### config.mk
export PLATFORM = sky130hd
export DESIGN_NAME = trace_framer
export DESIGN_NICKNAME = d
export VERILOG_FILES = /design/src/rtl/trace_framer_pkg.sv /design/src/rtl/trace_framer.sv
export SDC_FILE = /design/constraint.sdc
export NUM_CORES = 1
export LEC_CHECK = 0
export BUFFER_PORTS_ARGS = -buffer_cell sky130_fd_sc_hd__buf_4
export CORE_MARGIN = 4
export CORE_UTILIZATION = 61
export DETAILED_ROUTE_END_ITERATION = 10
export PLACE_DENSITY_LB_ADDON = 0.08
export SLEW_MARGIN = 0
export SYNTH_ARGS = -nofsm -noshare
export SYNTH_HDL_FRONTEND = slang
export SYNTH_SLANG_ARGS = --single-unit
### constraint.sdc
create_clock -name clk -period 11.2 [get_ports clk]
set_clock_uncertainty 0.2 [all_clocks]
set_input_delay 0.56 -clock clk [delete_from_list [all_inputs] [get_ports clk]]
set_output_delay 0.56 -clock clk [all_outputs]
set_load 0.1 [all_outputs]
### src/rtl/trace_framer_pkg.sv
// Shared definitions for the trace framer: FSM encoding, header defaults and
// the byte offsets of each section within a frame.
package trace_framer_pkg;

    typedef enum logic [2:0] {
        StIdle,
        StLoad,
        StFetch,
        StSend,
        StWait,
        StNext,
        StDone
    } state_e;

    localparam logic [7:0] HDR0_DEFAULT = 8'hA5;
    localparam logic [7:0] HDR1_DEFAULT = 8'h5A;

    localparam int unsigned CNT_W = 11;
    typedef logic [CNT_W-1:0] cnt_t;

    localparam cnt_t PT_OFS  = 11'd2;
    localparam cnt_t KEY_OFS = 11'd6;
    localparam cnt_t CT_OFS  = 11'd14;
    localparam cnt_t TR_OFS  = 11'd18;

    // Byte 'pos' of a word counted from the most significant byte.
    function automatic logic [7:0] msb_byte(input logic [63:0] word, input logic [2:0] pos);
        logic [63:0] shifted;
        shifted = word << {pos, 3'b000};
        return shifted[63:56];
    endfunction

endpackage

### src/rtl/trace_framer.sv
// Streams one capture frame (headers, pt/key/ct, trace memory, checksum) to a
// byte-wide UART transmitter, one byte per tx_start/tx_done handshake.
module trace_framer
    import trace_framer_pkg::*;
#(
    parameter int unsigned SAMPLES = 1024,
    parameter logic [7:0]  HDR0    = HDR0_DEFAULT,
    parameter logic [7:0]  HDR1    = HDR1_DEFAULT
) (
    input  logic        clk,
    input  logic        rst,
    input  logic        start,
    input  logic [31:0] pt,
    input  logic [63:0] key,
    input  logic [31:0] ct,
    output logic [9:0]  trace_addr,
    input  logic [7:0]  trace_data,
    output logic        tx_start,
    output logic [7:0]  tx_byte,
    input  logic        tx_done,
    output logic        busy,
    output logic        done
);

    localparam cnt_t CHK_IDX = cnt_t'(TR_OFS + SAMPLES);

    state_e      state_q, state_d;
    cnt_t        cnt_q, cnt_d;
    logic [7:0]  chk_q, chk_d;
    logic [31:0] pt_q, pt_d;
    logic [63:0] key_q, key_d;
    logic [31:0] ct_q, ct_d;
    logic [7:0]  tx_byte_q, tx_byte_d;
    logic [9:0]  trace_addr_q, trace_addr_d;
    logic        tx_start_q, tx_start_d;
    logic        busy_q, busy_d;
    logic        done_q, done_d;

    logic [7:0]  sel_byte;
    cnt_t        cnt_nxt;
    logic [9:0]  addr_nxt;

    always_comb begin
        if (cnt_q == '0) begin
            sel_byte = HDR0;
        end else if (cnt_q < PT_OFS) begin
            sel_byte = HDR1;
        end else if (cnt_q < KEY_OFS) begin
            sel_byte = msb_byte({pt_q, 32'h0}, 3'(cnt_q - PT_OFS));
        end else if (cnt_q < CT_OFS) begin
            sel_byte = msb_byte(key_q, 3'(cnt_q - KEY_OFS));
        end else if (cnt_q < TR_OFS) begin
            sel_byte = msb_byte({ct_q, 32'h0}, 3'(cnt_q - CT_OFS));
        end else if (cnt_q < CHK_IDX) begin
            sel_byte = trace_data;
        end else begin
            sel_byte = chk_q;
        end
    end

    // The address for the following byte goes out while in NEXT so the memory's
    // one-cycle latency is already covered by the time FETCH samples trace_data.
    always_comb begin
        cnt_nxt = cnt_q + 11'd1;
        if (cnt_nxt >= TR_OFS && cnt_nxt < CHK_IDX) begin
            addr_nxt = 10'(cnt_nxt - TR_OFS);
        end else begin
            addr_nxt = '0;
        end
    end

    always_comb begin
        state_d      = state_q;
        cnt_d        = cnt_q;
        chk_d        = chk_q;
        pt_d         = pt_q;
        key_d        = key_q;
        ct_d         = ct_q;
        tx_byte_d    = tx_byte_q;
        trace_addr_d = trace_addr_q;
        tx_start_d   = 1'b0;
        busy_d       = busy_q;
        done_d       = 1'b0;

        case (state_q)
            StIdle: begin
                if (start) begin
                    pt_d    = pt;
                    key_d   = key;
                    ct_d    = ct;
                    busy_d  = 1'b1;
                    state_d = StLoad;
                end
            end
            StLoad: begin
                cnt_d        = '0;
                chk_d        = '0;
                trace_addr_d = '0;
                state_d      = StFetch;
            end
            StFetch: begin
                tx_byte_d  = sel_byte;
                tx_start_d = 1'b1;
                state_d    = StSend;
            end
            StSend: begin
                state_d = StWait;
            end
            StWait: begin
                if (tx_done) begin
                    trace_addr_d = addr_nxt;
                    state_d      = StNext;
                end
            end
            StNext: begin
                if (cnt_q >= PT_OFS && cnt_q < CHK_IDX) begin
                    chk_d = chk_q + tx_byte_q;
                end
                if (cnt_q == CHK_IDX) begin
                    done_d  = 1'b1;
                    state_d = StDone;
                end else begin
                    cnt_d   = cnt_nxt;
                    state_d = StFetch;
                end
            end
            StDone: begin
                busy_d       = 1'b0;
                trace_addr_d = '0;
                state_d      = StIdle;
            end
            default: begin
                state_d = StIdle;
            end
        endcase
    end

    always_ff @(posedge clk or posedge rst) begin
        if (rst) begin
            state_q      <= StIdle;
            cnt_q        <= '0;
            chk_q        <= '0;
            pt_q         <= '0;
            key_q        <= '0;
            ct_q         <= '0;
            tx_byte_q    <= '0;
            trace_addr_q <= '0;
            tx_start_q   <= 1'b0;
            busy_q       <= 1'b0;
            done_q       <= 1'b0;
        end else begin
            state_q      <= state_d;
            cnt_q        <= cnt_d;
            chk_q        <= chk_d;
            pt_q         <= pt_d;
            key_q        <= key_d;
            ct_q         <= ct_d;
            tx_byte_q    <= tx_byte_d;
            trace_addr_q <= trace_addr_d;
            tx_start_q   <= tx_start_d;
            busy_q       <= busy_d;
            done_q       <= done_d;
        end
    end

    assign trace_addr = trace_addr_q;
    assign tx_start   = tx_start_q;
    assign tx_byte    = tx_byte_q;
    assign busy       = busy_q;
    assign done       = done_q;

endmodule

Yosys cells after proc, flatten, opt, wreduce, memory -nomap -nowiden
Index checks and enable logic that the tools add are counted.

word-level totals
  register bits after elaboration = 171
  output and inout bits = 21
  word-level logic and storage cells = 75

cells by class
  add/sub/neg operators = 6
  order comparisons = 8
  equality and inequality tests = 11
  shift-type cells = 3
  mux-type cells = 22
  reductions and logical operators = 14

operator list
  kind                     number
  $shl A64 B6 Y64          3
  $mux W8                  7
  $lt A11 B11 Y1 const B   2
  $pmux W11 S2             1
  $mux W10                 2
  $pmux W10 S2             1
  $pmux W3 S6              1
  $pmux W8 S2              1
  $reduce_and A2 Y1        6
  $add A11 B1 Y11 const B  1
  $eq A11 B11 Y1 const B   1
  $ge A11 B2 Y1 const B    1
  $ge A11 B5 Y1 const B    1
  $logic_not A11 Y1        1
  $lt A11 B2 Y1 const B    1
  $lt A11 B3 Y1 const B    1
  $lt A11 B4 Y1 const B    1
  $lt A11 B5 Y1 const B    1
  $mux W11                 1
  $sub A10 B5 Y10 const B  1
  $eq A3 B3 Y1 const B     3
  $mux W3                  3
  $add A8 B8 Y8            1
  $ne A2 B2 Y1 const B     4
  10 further kinds         18

Logic depth before layout (Yosys ltp)
  depth after elaboration = 7
  mapped depth = 13

Worst setup path before layout
OpenSTA, ideal clock, no wires.

  path kind = register to register
  from = reg cnt_q[1]
  to = reg trace_addr_q[3] (netlist: trace_addr[3])
  data arrival time = 2.773 ns
  setup slack = 8.153 ns
  cell stages (with the launch flop) = 12
  buffers on the path = 3
  period minus slack after synthesis = 3.047 ns
  path through = dfrtp_1 > buf_2 > buf_2 > buf_4 > inv_1 > ha_1 > inv_1 > ha_1 > o41ai_2 > a211oi_2 > mux2_4 > o21ai_2

between the ends
  cells in the longest elaborated chain, start to end = 6
  elaborated cells on any way between the ends = 8

RTL lines
  item                                             RTL line             RTL
  start, declared                                  trace_framer.sv:28   cnt_t cnt_q, cnt_d;
  start signal, assigned                           trace_framer.sv:153  cnt_q <= cnt_d;
  $add A11 B1 Y11 (*)                              trace_framer.sv:64   cnt_nxt = cnt_q + 11'd1;
  $ge A11 B5 Y1 or $lt A11 B11 Y1 (tied branches)  trace_framer.sv:65   if (cnt_nxt >= TR_OFS && cnt_nxt < CHK_IDX) begin
  $logic_and A1 B1 Y1                              trace_framer.sv:65
  $mux W10 (*)                                     trace_framer.sv:65
  $mux W10 (*)                                     trace_framer.sv:110  if (tx_done) begin
  $pmux W10 S2 (*)                                 trace_framer.sv:85   case (state_q)
  end signal, assigned                             trace_framer.sv:159  trace_addr_q <= trace_addr_d;
  end, declared                                    trace_framer.sv:34   logic [9:0] trace_addr_q, trace_addr_d;

Every way passes the cells marked *; elsewhere a longest branch is shown, timed or not. The select of a mux whose other input is x is not followed.
A chain may end at the register's enable or synchronous reset.

Worst setup path in the final report
Ends and elaborated chain as after synthesis.

==> reports/qor.txt <==
final setup fails: 0
most common cell after layout, fill and taps aside: dfrtp_1
min cycle time layout: 3.619 ns
predominant post-synthesis flop cell: dfrtp_1
critical path startpoint category: flop
clock network power share: 22.7%
Vias: 6184
CTS Buf Count: 17
post-synthesis cell type count: 66
Netlist Area Pre-Place: 8737 um2
CTS Hold Buffers Added: 0
Placer Congestion: 0.8934
Fill cells: 918
clk slew on worst S/H paths: 0.07 ns
critical-path cell list: ha_1 -> nand4_1 -> or3_1 -> xnor2_1 -> a211oi_2 -> mux2_4 -> o21ai_2
# rows: 43
crit end category: flop
flop-to-flop setup slack: 7.58 ns
master of the slowest instance on the critical path: dfrtp_2
Mapped Cells: 678
worst-skew pair later-pin latency: 0.43 ns
Final TNS setup: 0 ns
sequential-to-total area share from yosys stat: 48.98%
R2R Path End: trace_addr[3]
syn_area_per_cell: 12.89 um2
RSZ-0062 raised after global routing: no
post-synthesis register bit count: 171
dpl cell area: 9958 um2
clk buf depth: 2
Syn-to-layout area delta: 21.08%
core box area: 13930 um2
Worst Hold Class: input port to async pin
Top delay family on crit path: flip-flops
max_slew headroom: 27.07%
most frequent cells in the layout: 169 x dfrtp_1, 165 x buf_4, 132 x mux2_2
Sw Share: 35.21%
Final Max Tran Viols: 0
VDD IR max: 157.9 uV
Psw: 971.2 uW
Initial Util: 62.70%
Seq pwr share: 39.2%
Comb pwr share: 38.1%
first-pass iteration count of the detailed router: 5
outcome: finished clean
R2R Path Start: cnt_q[1]
Antenna Nets Post-Route: 0
largest net degree at the start of global routing: 107
Core Util, Final: 75.92%
clock root buffer: clkbuf_16
number of diodes: 0
die footprint: 16300 um2
Leak: 4.641 nW
Multi-input gate area: 4151 um2
drt total wl: 21150 um
Max Clock Freq: 276.3 MHz
Synthesis Warnings: 0
Pwr per Cell Area: 260.7 nW/um2
drt drc: 0
maximum level of the CTS H-tree: 4
IO buf count: 160
initial antenna violation count: 0
fin nets: 973
Worst-Margin Slew: 1.094 ns
share of post-route cells with drive strength above 1: 47.29%
critical path's largest stage delay: 1.09 ns
post-cts sizing count: 0
Global Route Usage Sum: 27.41%
clock sink count: 171
Worst Path Max Fanout: 37
vias in the first global route: 6552
IO Pins: 161
Power Total: 2.758 mW
CTS tree: done
Die Width: 127.7 um
cell depth of the worst flop-to-flop path: 7
CP required: 11.36 ns
Setup Fix Bufs, Post-CTS: 0
WP data arrival: 3.78 ns
DRT iter0 DRCs: 442
Final Hold Vio Count: 0
WS Path Type: flop to flop
Storage cell area: 4282 um2
post-DR vias/cell: 6.117
cell-internal power: 1.787 mW
critical path buffer and inverter count: 0
Final period util: 32.31%
post-route cell area: 10580 um2
Syn Nets: 833
DP HPWL: 15160 um
first-pass GRT wire length: 34110 um
WL per Instance: 20.92 um
Die Y: 127.7 um
Max Cap Viol: 0
GRT overflow: 0
EDFF count, synth: 0
ys async rst share: 100.0%
==> stage by stage <==
step	worst slack (ns)	hold WS [ns]	std cells
2_1_floorplan	5.808	0.2480	678
3_3_place_gp	7.700	0.2664	979
3_5_place_dp	7.574	0.2790	979
4_1_cts	7.574	0.1452	1011
5_1_grt	7.291	0.1384	1011
6_report	7.581	0.1268	1011
==> worst reg2reg max path: stages, from the launching register on <==
cell      delay [ns]
dfrtp_2         1.09
ha_1            0.48
nand4_1         0.30
or3_1           0.43
xnor2_1         0.19
a211oi_2        0.28
mux2_4          0.43
o21ai_2         0.15
==> layer usage <==
metal  global-route usage, %  wire [um]
met1                   33.97       8187
met2                   44.78      10660
met3                   7.958       1406
met4                   12.73        894
met5                       0          0
==> kinds of logic (layout without fill, tap and decap cells) <==
group	count (synthesis)	after routing	synth area share (%)
AND/OR/NAND/NOR	112	112	6.946
adder cells (fa/ha/maj)	15	15	2.234
multiplexers	179	179	27.04
flip-flops	171	171	48.98
buffers and inverters	59	212	3.594
XOR/XNOR	21	21	2.105
AO/OA/AOI/OAI	121	121	9.108
==> synthesized netlist by cell type, types with 4 or more instances <==
master,n,share of area (%)
o31ai_1,4,0.34
ha_1,14,2.0
inv_1,15,0.64
a21oi_1,34,1.9
o22ai_1,9,0.64
nor2_1,28,1.2
nand3_1,13,0.74
mux4_2,32,8.2
dfrtp_1,171,49
o21ai_1,5,0.29
buf_6,4,0.52
nor3_1,6,0.34
o21ai_0,28,1.6
buf_4,5,0.43
clkbuf_1,11,0.47
nand2_1,32,1.4
buf_2,22,1.3
xnor2_1,16,1.6
mux2i_1,14,1.6
o21ai_2,12,1.2
xor2_1,5,0.50
mux2_2,132,17
==> registers in the layout, summed over array words and instances (netlist names) <==
| name | flops |
|---|---|
| state_q | 3 |
| tx_start | 1 |
| chk_q | 8 |
| tx_byte | 8 |
| key_q | 64 |
| ct_q | 32 |
| busy | 1 |
| done | 1 |
| pt_q | 32 |
| trace_addr | 10 |
| cnt_q | 11 |
==> worst max-delay path by stage <==
stage,from,endpoint,slack [ns],depth (start not counted)
floorplan,rst,busy,5.81,1
detailed placement,cnt_q[1],trace_addr[3],7.57,7
global placement,cnt_q[1],trace_addr[3],7.70,7
global route,cnt_q[1],tx_byte[4],7.29,8
finish,cnt_q[1],trace_addr[3],7.58,7
CTS,cnt_q[1],trace_addr[3],7.57,7
==> layout make-up <==
class | instances | area share [%]
flip-flops and latches | 171 | 40.47
clock buffers | 19 | 4.187
multi-input cells | 448 | 39.24
clock inverters | 13 | 1.679
repair buffers | 165 | 11.71
well taps | 180 | 2.129
inverters | 15 | 0.5795
==> power by group through the flow <==
stage                     combinational [mW]  clock [mW]  sequential, mW
after floorplan                        0.745           0            1.10
after global placement                  1.01           0            1.06
after detailed placement                1.05           0            1.09
after CTS                               1.06       0.631            1.08
after global routing                    1.14       0.656            1.12
final                                   1.05       0.626            1.08
(Power assumes the default switching activity.)
